`src/rtl/lsu_master_pkg.sv`:
```
// lsu_master_pkg: shared definitions for the load/store unit.
//   - access type codes (W, H, HU, B, BU)
//   - FSM state encoding
//   - word/half/byte field widths and helper functions for byte-lane masks
`timescale 1ns/1ps
package lsu_master_pkg;

  localparam logic [2:0] TYPE_W  = 3'b000;
  localparam logic [2:0] TYPE_H  = 3'b010;
  localparam logic [2:0] TYPE_HU = 3'b011;
  localparam logic [2:0] TYPE_B  = 3'b100;
  localparam logic [2:0] TYPE_BU = 3'b101;

  localparam int WORD_W = 32;
  localparam int HALF_W = 16;
  localparam int BYTE_W = 8;

  typedef enum logic [2:0] {
    S_IDLE   = 3'd0,
    S_ISSUE0 = 3'd1,
    S_WAIT0  = 3'd2,
    S_ISSUE1 = 3'd3,
    S_WAIT1  = 3'd4,
    S_RESP   = 3'd5
  } state_t;

  // Unshifted byte-enable pattern for the access size (W = 4, H = 2, B = 1).
  function automatic logic [3:0] size_mask(input logic [2:0] typ);
    case (typ)
      TYPE_W:          return 4'b1111;
      TYPE_H, TYPE_HU: return 4'b0011;
      default:         return 4'b0001;
    endcase
  endfunction

  function automatic logic type_legal(input logic [2:0] typ);
    return (typ == TYPE_W) || (typ == TYPE_H) || (typ == TYPE_HU) ||
           (typ == TYPE_B) || (typ == TYPE_BU);
  endfunction

endpackage

```
`src/rtl/lsu_master_lane_align.sv`:
```
// lane_align: combinational byte-lane steering for lsu_master.
//   typ, off      access type and byte offset within the word
//   wd            right-justified store data
//   rd0, rd1      read words of access 0 and access 1
//   mask          8-bit lane mask over two consecutive words
//   data          store data positioned across two words
//   need1         a second bus access is required
//   misaligned    W with off != 0, or H/HU with odd off
//   illegal       unsupported type code
//   ext           extracted and sign/zero-extended load result
`timescale 1ns/1ps
module lane_align
  import lsu_master_pkg::*;
(
  input  logic [2:0]  typ,
  input  logic [1:0]  off,
  input  logic [31:0] wd,
  input  logic [31:0] rd0,
  input  logic [31:0] rd1,
  output logic [7:0]  mask,
  output logic [63:0] data,
  output logic        need1,
  output logic        misaligned,
  output logic        illegal,
  output logic [31:0] ext
);

  logic [63:0] rd_cat;
  logic [31:0] r;

  always_comb begin
    mask       = {4'b0000, size_mask(typ)} << off;
    data       = {32'h0, wd} << {off, 3'b000};
    need1      = |mask[7:4];
    misaligned = ((typ == TYPE_W) && (off != 2'b00)) ||
                 (((typ == TYPE_H) || (typ == TYPE_HU)) && off[0]);
    illegal    = !type_legal(typ);
    // rd1 only contributes bytes for accesses that spill into the next word.
    rd_cat     = {rd1, rd0} >> {off, 3'b000};
    r          = rd_cat[WORD_W-1:0];
    case (typ)
      TYPE_H:  ext = {{(WORD_W-HALF_W){r[HALF_W-1]}}, r[HALF_W-1:0]};
      TYPE_HU: ext = {{(WORD_W-HALF_W){1'b0}}, r[HALF_W-1:0]};
      TYPE_B:  ext = {{(WORD_W-BYTE_W){r[BYTE_W-1]}}, r[BYTE_W-1:0]};
      TYPE_BU: ext = {{(WORD_W-BYTE_W){1'b0}}, r[BYTE_W-1:0]};
      default: ext = r;
    endcase
  end

endmodule

```
`src/rtl/lsu_master.sv`:
```
// lsu_master: initiator-side load/store unit, MEM stage to word-wide bus.
//   clk, reset          clock, asynchronous active-low reset
//   req_*               request handshake from the pipeline (ready only in IDLE)
//   resp_*              one-cycle completion pulse with load data / error
//   bus_*               handshaked word bus (req/gnt, rvalid for read data)
// Misaligned accesses become two bus cycles when SPLIT_EN = 1, else errors.
// All bus and response outputs are registered.
`timescale 1ns/1ps
module lsu_master
  import lsu_master_pkg::*;
#(
  parameter bit SPLIT_EN = 1'b1
)
(
  input  logic        clk,
  input  logic        reset,
  input  logic        req_valid,
  output logic        req_ready,
  input  logic        req_we,
  input  logic [2:0]  req_type,
  input  logic [31:0] req_addr,
  input  logic [31:0] req_wd,
  output logic        resp_valid,
  output logic [31:0] resp_rd,
  output logic        resp_err,
  output logic        bus_req,
  input  logic        bus_gnt,
  output logic        bus_we,
  output logic [31:0] bus_addr,
  output logic [3:0]  bus_be,
  output logic [31:0] bus_wd,
  input  logic        bus_rvalid,
  input  logic [31:0] bus_rd
);

  state_t      state, state_n;
  logic        we_q;
  logic [2:0]  typ_q;
  logic [31:0] addr_q, wd_q;
  logic        err_q, err_n;
  logic [31:0] rd0, rd1, rd0_n, rd1_n;

  logic        cur_we;
  logic [2:0]  cur_typ;
  logic [31:0] cur_addr, cur_wd, base_addr;

  logic [7:0]  mask;
  logic [63:0] data;
  logic        need1, misaligned, illegal;
  logic [31:0] ext;

  logic        bus_req_n, bus_we_n, resp_valid_n, resp_err_n;
  logic [31:0] bus_addr_n, bus_wd_n, resp_rd_n;
  logic [3:0]  bus_be_n;

  // In IDLE the live request drives lane steering so the first bus cycle
  // can be registered on the accepting edge; afterwards the latched copy does.
  always_comb begin
    if (state == S_IDLE) begin
      cur_we   = req_we;
      cur_typ  = req_type;
      cur_addr = req_addr;
      cur_wd   = req_wd;
    end else begin
      cur_we   = we_q;
      cur_typ  = typ_q;
      cur_addr = addr_q;
      cur_wd   = wd_q;
    end
  end

  lane_align u_align (
    .typ        (cur_typ),
    .off        (cur_addr[1:0]),
    .wd         (cur_wd),
    .rd0        (rd0_n),
    .rd1        (rd1_n),
    .mask       (mask),
    .data       (data),
    .need1      (need1),
    .misaligned (misaligned),
    .illegal    (illegal),
    .ext        (ext)
  );

  always_comb begin
    state_n      = state;
    err_n        = err_q;
    rd0_n        = rd0;
    rd1_n        = rd1;
    base_addr    = {cur_addr[31:2], 2'b00};
    bus_req_n    = 1'b0;
    bus_we_n     = 1'b0;
    bus_addr_n   = 32'h0;
    bus_be_n     = 4'h0;
    bus_wd_n     = 32'h0;

    case (state)
      S_IDLE: begin
        if (req_valid) begin
          if (illegal || (misaligned && !SPLIT_EN)) begin
            state_n = S_RESP;
            err_n   = 1'b1;
          end else begin
            state_n = S_ISSUE0;
            err_n   = 1'b0;
          end
        end
      end
      S_ISSUE0: begin
        if (bus_gnt) state_n = cur_we ? (need1 ? S_ISSUE1 : S_RESP) : S_WAIT0;
      end
      S_WAIT0: begin
        if (bus_rvalid) begin
          rd0_n   = bus_rd;
          state_n = need1 ? S_ISSUE1 : S_RESP;
        end
      end
      S_ISSUE1: begin
        if (bus_gnt) state_n = cur_we ? S_RESP : S_WAIT1;
      end
      S_WAIT1: begin
        if (bus_rvalid) begin
          rd1_n   = bus_rd;
          state_n = S_RESP;
        end
      end
      S_RESP:  state_n = S_IDLE;
      default: state_n = S_IDLE;
    endcase

    // Outputs are precomputed from the state being entered so they appear
    // registered in that state and stay stable while the bus stalls.
    if (state_n == S_ISSUE0) begin
      bus_req_n  = 1'b1;
      bus_we_n   = cur_we;
      bus_addr_n = base_addr;
      bus_be_n   = mask[3:0];
      bus_wd_n   = data[31:0];
    end else if (state_n == S_ISSUE1) begin
      bus_req_n  = 1'b1;
      bus_we_n   = cur_we;
      bus_addr_n = base_addr + 32'd4;
      bus_be_n   = mask[7:4];
      bus_wd_n   = data[63:32];
    end

    resp_valid_n = (state_n == S_RESP);
    resp_err_n   = resp_valid_n && err_n;
    resp_rd_n    = (resp_valid_n && !err_n && !cur_we) ? ext : 32'h0;
  end

  always_ff @(posedge clk or negedge reset) begin
    if (!reset) begin
      state      <= S_IDLE;
      req_ready  <= 1'b1;
      err_q      <= 1'b0;
      rd0        <= 32'h0;
      rd1        <= 32'h0;
      bus_req    <= 1'b0;
      bus_we     <= 1'b0;
      bus_addr   <= 32'h0;
      bus_be     <= 4'h0;
      bus_wd     <= 32'h0;
      resp_valid <= 1'b0;
      resp_err   <= 1'b0;
      resp_rd    <= 32'h0;
    end else begin
      state      <= state_n;
      req_ready  <= (state_n == S_IDLE);
      err_q      <= err_n;
      rd0        <= rd0_n;
      rd1        <= rd1_n;
      bus_req    <= bus_req_n;
      bus_we     <= bus_we_n;
      bus_addr   <= bus_addr_n;
      bus_be     <= bus_be_n;
      bus_wd     <= bus_wd_n;
      resp_valid <= resp_valid_n;
      resp_err   <= resp_err_n;
      resp_rd    <= resp_rd_n;
    end
  end

  // Request fields are pure data and need no reset.
  always_ff @(posedge clk) begin
    if (state == S_IDLE && req_valid) begin
      we_q   <= req_we;
      typ_q  <= req_type;
      addr_q <= req_addr;
      wd_q   <= req_wd;
    end
  end

endmodule

```
`config.mk`:
```
export PLATFORM = sky130hd
export DESIGN_NAME = lsu_master
export DESIGN_NICKNAME = d
export VERILOG_FILES = /design/src/rtl/lsu_master_pkg.sv /design/src/rtl/lsu_master_lane_align.sv /design/src/rtl/lsu_master.sv
export SDC_FILE = /design/constraint.sdc
export NUM_CORES = 1
export LEC_CHECK = 0
export CAP_MARGIN = 20
export CORE_UTILIZATION = 35
export DETAILED_ROUTE_END_ITERATION = 10
export PLACE_DENSITY = 0.59
export SYNTH_ARGS = -nofsm -noshare
export SYNTH_HDL_FRONTEND = slang
export SYNTH_SLANG_ARGS = --single-unit
```
`constraint.sdc`:
```
create_clock -name clk -period 5.26 [get_ports clk]
set_input_delay 1.315 -clock clk [delete_from_list [all_inputs] [get_ports clk]]
set_output_delay 1.315 -clock clk [all_outputs]
set_load 0.005 [all_outputs]
```
==> reports/results.ini <==
[logic_synthesis]
synth_cell_types=81
synth_area_per_cell_sq_um=10.68
synth.area.top_cells=dfrtp_1 (34%), edfxtp_1 (17%), mux2i_1 (10%)
synth_edf_count=68
syn-cell-area_sq_mm=0.01192
netlist.area_leader.share_pct=34.01
postSynthCellCount=1116
synth_commonest_cells=dfrtp_1 (162), mux2i_1 (121), nand2_1 (118), a21oi_1 (73), nor2_1 (70)
seq_area_frac_synth_pct=51.36
synthFlopType=dfrtp_1
synth_top_area_cell=dfrtp_1
synth.most_common_cell=dfrtp_1
yosysWarningCount=0
synth_seq_cells=231
async_flop_share_pct=70.56

[flow_run]
maxCapViolations=0

[routing]
wl_per_cell_um=19.64
vias_per_cell=5.371
drc_errors=0
wl_met1_mm=15.55
drt-total-wl_mm=34.58
drtIter0Drc=809
top_layer_used=met5
ant_nets=0
dr_wl_met3_mm=2.241
wl_met2_mm=15.79
dr_total_vias=9459
drt_first_pass_iters=5

[sta]
setup_violations=0
period_share_pct=74.62
drv_slew=0
finalHoldViolations=0
hold_ws_ns=0.4954
finClkSkew_ns=0.02792
grt_setup_unrepaired=false
min_period_ns=3.925
worst_pin_slew_ns=1.019
fmax_ghz=0.2548
fin_tns_setup_ns=0
maxSlewHeadroom_pct=31.90

[cells_and_area]
fin_nets=1398
final_layout_size_suffix_gt1_share_pct=10.38
fin_area_sq_mm=0.01522
area_growth_pct=27.70
final_util_pct=45.40
n_fill_cell=3211

[global_routing]
grt_pass1_wl_mm=54.36
grt_max_degree=112
first_global_vias=9525
antenna_found_initial=5
grtUsageTotal_pct=19.66
gr-total-overflow=0

[clock_network]
clk_latency_ns=0.55
cts_root_buf=clkbuf_16
htree_levels=1
clock_path_buffers=3
hold_buffers=0
cts_made_buffers=27
postCtsSetupBuffers=0
clk_pin_slew_ns=0.06
cts_tree=done
cts-resized-gates=0
cts.sinks=231

[floorplanning]
core-area_sq_mm=0.03353
fp.dieArea_sq_mm=0.03480
io_pins=210
rows=67
initial_core_util_pct=35.55
die_w_um=186.5
die_y_um=186.5

[critical_path]
path_cells=clkdlybuf4s50_1, or3b_1, a21boi_1, o21ai_0, and3_1, inv_2, nand3_2, a311oi_1
end_kind=flip-flop
cp-start-kind=input port
cpPeakStageDelay_ns=0.62
cp_slowest_cell=nand3_2
cp_data_arrival_time_ns=4.33
cp.required_ns=5.67
worst-path-max-fanout=32
path_class=input port to flip-flop

[place]
io_buffers=207
place_congestion=0.9027
postPlaceCellArea_sq_mm=0.01433
place_hpwl_mm=23.17

[status]
outcome=completed

[power_and_ir_drop]
leakagePower_nw=6.281
p_total_w=0.009288
cellPowerDensity_mw_per_mm2=610.2
vdd_drop_max_v=0.0003212

[min_path]
min_path_type=flip-flop to flip-flop

## metrics by stage
step | worst slack, ns | std cells
global placement | 1.021 | 1711
CTS | 1.391 | 1758
detailed placement | 0.8428 | 1711
finish | 1.335 | 1761
floorplan | 1.690 | 1117
global route | 1.049 | 1761
## critical path, delay by kind of cell
kind,cells,cell delay [ns]
and+or+nand+nor,3,1.39
AOI/OAI and AO/OA,3,0.89
buffers and inverters,2,0.70
## layer usage
| layer | track usage [%] | vias up |
|---|---|---|
| li1 | - | 4425 |
| met5 | 0 | - |
| met2 | 30.75 | 359 |
| met4 | 6.620 | 4 |
| met3 | 3.498 | 64 |
| met1 | 27.46 | 4607 |
## sequential cells by signal, summed over array words and instances, names as in the netlist, 3 cells and up
name / cells
bus_wd: 32
addr_q: 32
state: 3
bus_be: 4
bus_addr: 30
resp_rd: 32
rd0: 32
wd_q: 32
rd1: 24
typ_q: 3
## path summary, 6_finish.rpt
path                       slack (ns)          end  cells after the start        start
setup reg to reg                 1.37  resp_rd[27]                      8     state[2]
max in group asynchronous        3.53       rd0[7]                      2        reset
setup / recovery                 1.33  resp_rd[27]                      8  req_type[1]
hold reg to reg                  0.50       rd0[5]                      1       rd0[5]
min in group asynchronous        0.70   bus_wd[20]                      1        reset
hold / removal                   0.50       rd0[5]                      1       rd0[5]
## area by class of cell
cell class | count | area [sq um] | area share, %
Clock inverter | 12 | 150.1 | 0.9864
Inverter | 37 | 138.9 | 0.9124
Tap cell | 448 | 560.5 | 3.682
Antenna cell | 3 | 7.507 | 0.04932
Clock buffer | 35 | 735.7 | 4.833
Timing Repair Buffer | 226 | 2253 | 14.80
Sequential cell | 231 | 6122 | 40.22
Multi-Input combinational cell | 769 | 5254 | 34.51
## placed cells by master, fill, tap and decap left out, types with 4 or more instances in the layout
cell type and count:
clkdlybuf4s50_1 206, dfrtp_1 162, mux2i_1 121, nand2_1 117, a21oi_1 73, nor2_1 69, edfxtp_1 68, nand3_1 60
mux2_2 39, inv_1 35, and3_1 35, a211oi_1 32, clkbuf_16 27, o21ai_0 22, o22ai_1 16, buf_4 16
a2bb2oi_1 14, nor3_1 13, nor2b_1 11, nand4_1 11, xnor2_1 11, a311oi_1 8, o211ai_1 8, nand2b_1 6
nor3b_1 6, o21a_1 6, xor2_1 5, a31oi_1 5, clkbuf_1 5, clkinv_1 5, o31a_1 4, o21ai_1 4
## kinds of logic (layout without fill, tap and decap cells)
| kind of cell | Yosys count | after routing | share of synthesized area, % |
|---|---|---|---|
| DFF | 231 | 231 | 51.36 |
| AOI/OAI and AO/OA | 223 | 223 | 12.89 |
| other | 1 | 5 | 0.03146 |
| buffers and inverters | 117 | 310 | 4.703 |
| adders and majority gates | 1 | 1 | 0.1049 |
| and+or+nand+nor | 366 | 366 | 15.77 |
| muxes | 161 | 161 | 13.97 |
| xor gates and xnor gates | 16 | 16 | 1.176 |
## report_power, final
| group | switching (W) | total, W | leakage (nW) | internal [W] |
|---|---|---|---|---|
| clock network | 0.000746 | 0.00188 | 0.428 | 0.00113 |
| registers | 0.000257 | 0.00270 | 2.76 | 0.00244 |
| logic | 0.00285 | 0.00472 | 3.10 | 0.00187 |
| total | 0.00385 | 0.00929 | 6.28 | 0.00544 |
(Power assumes the default switching activity.)
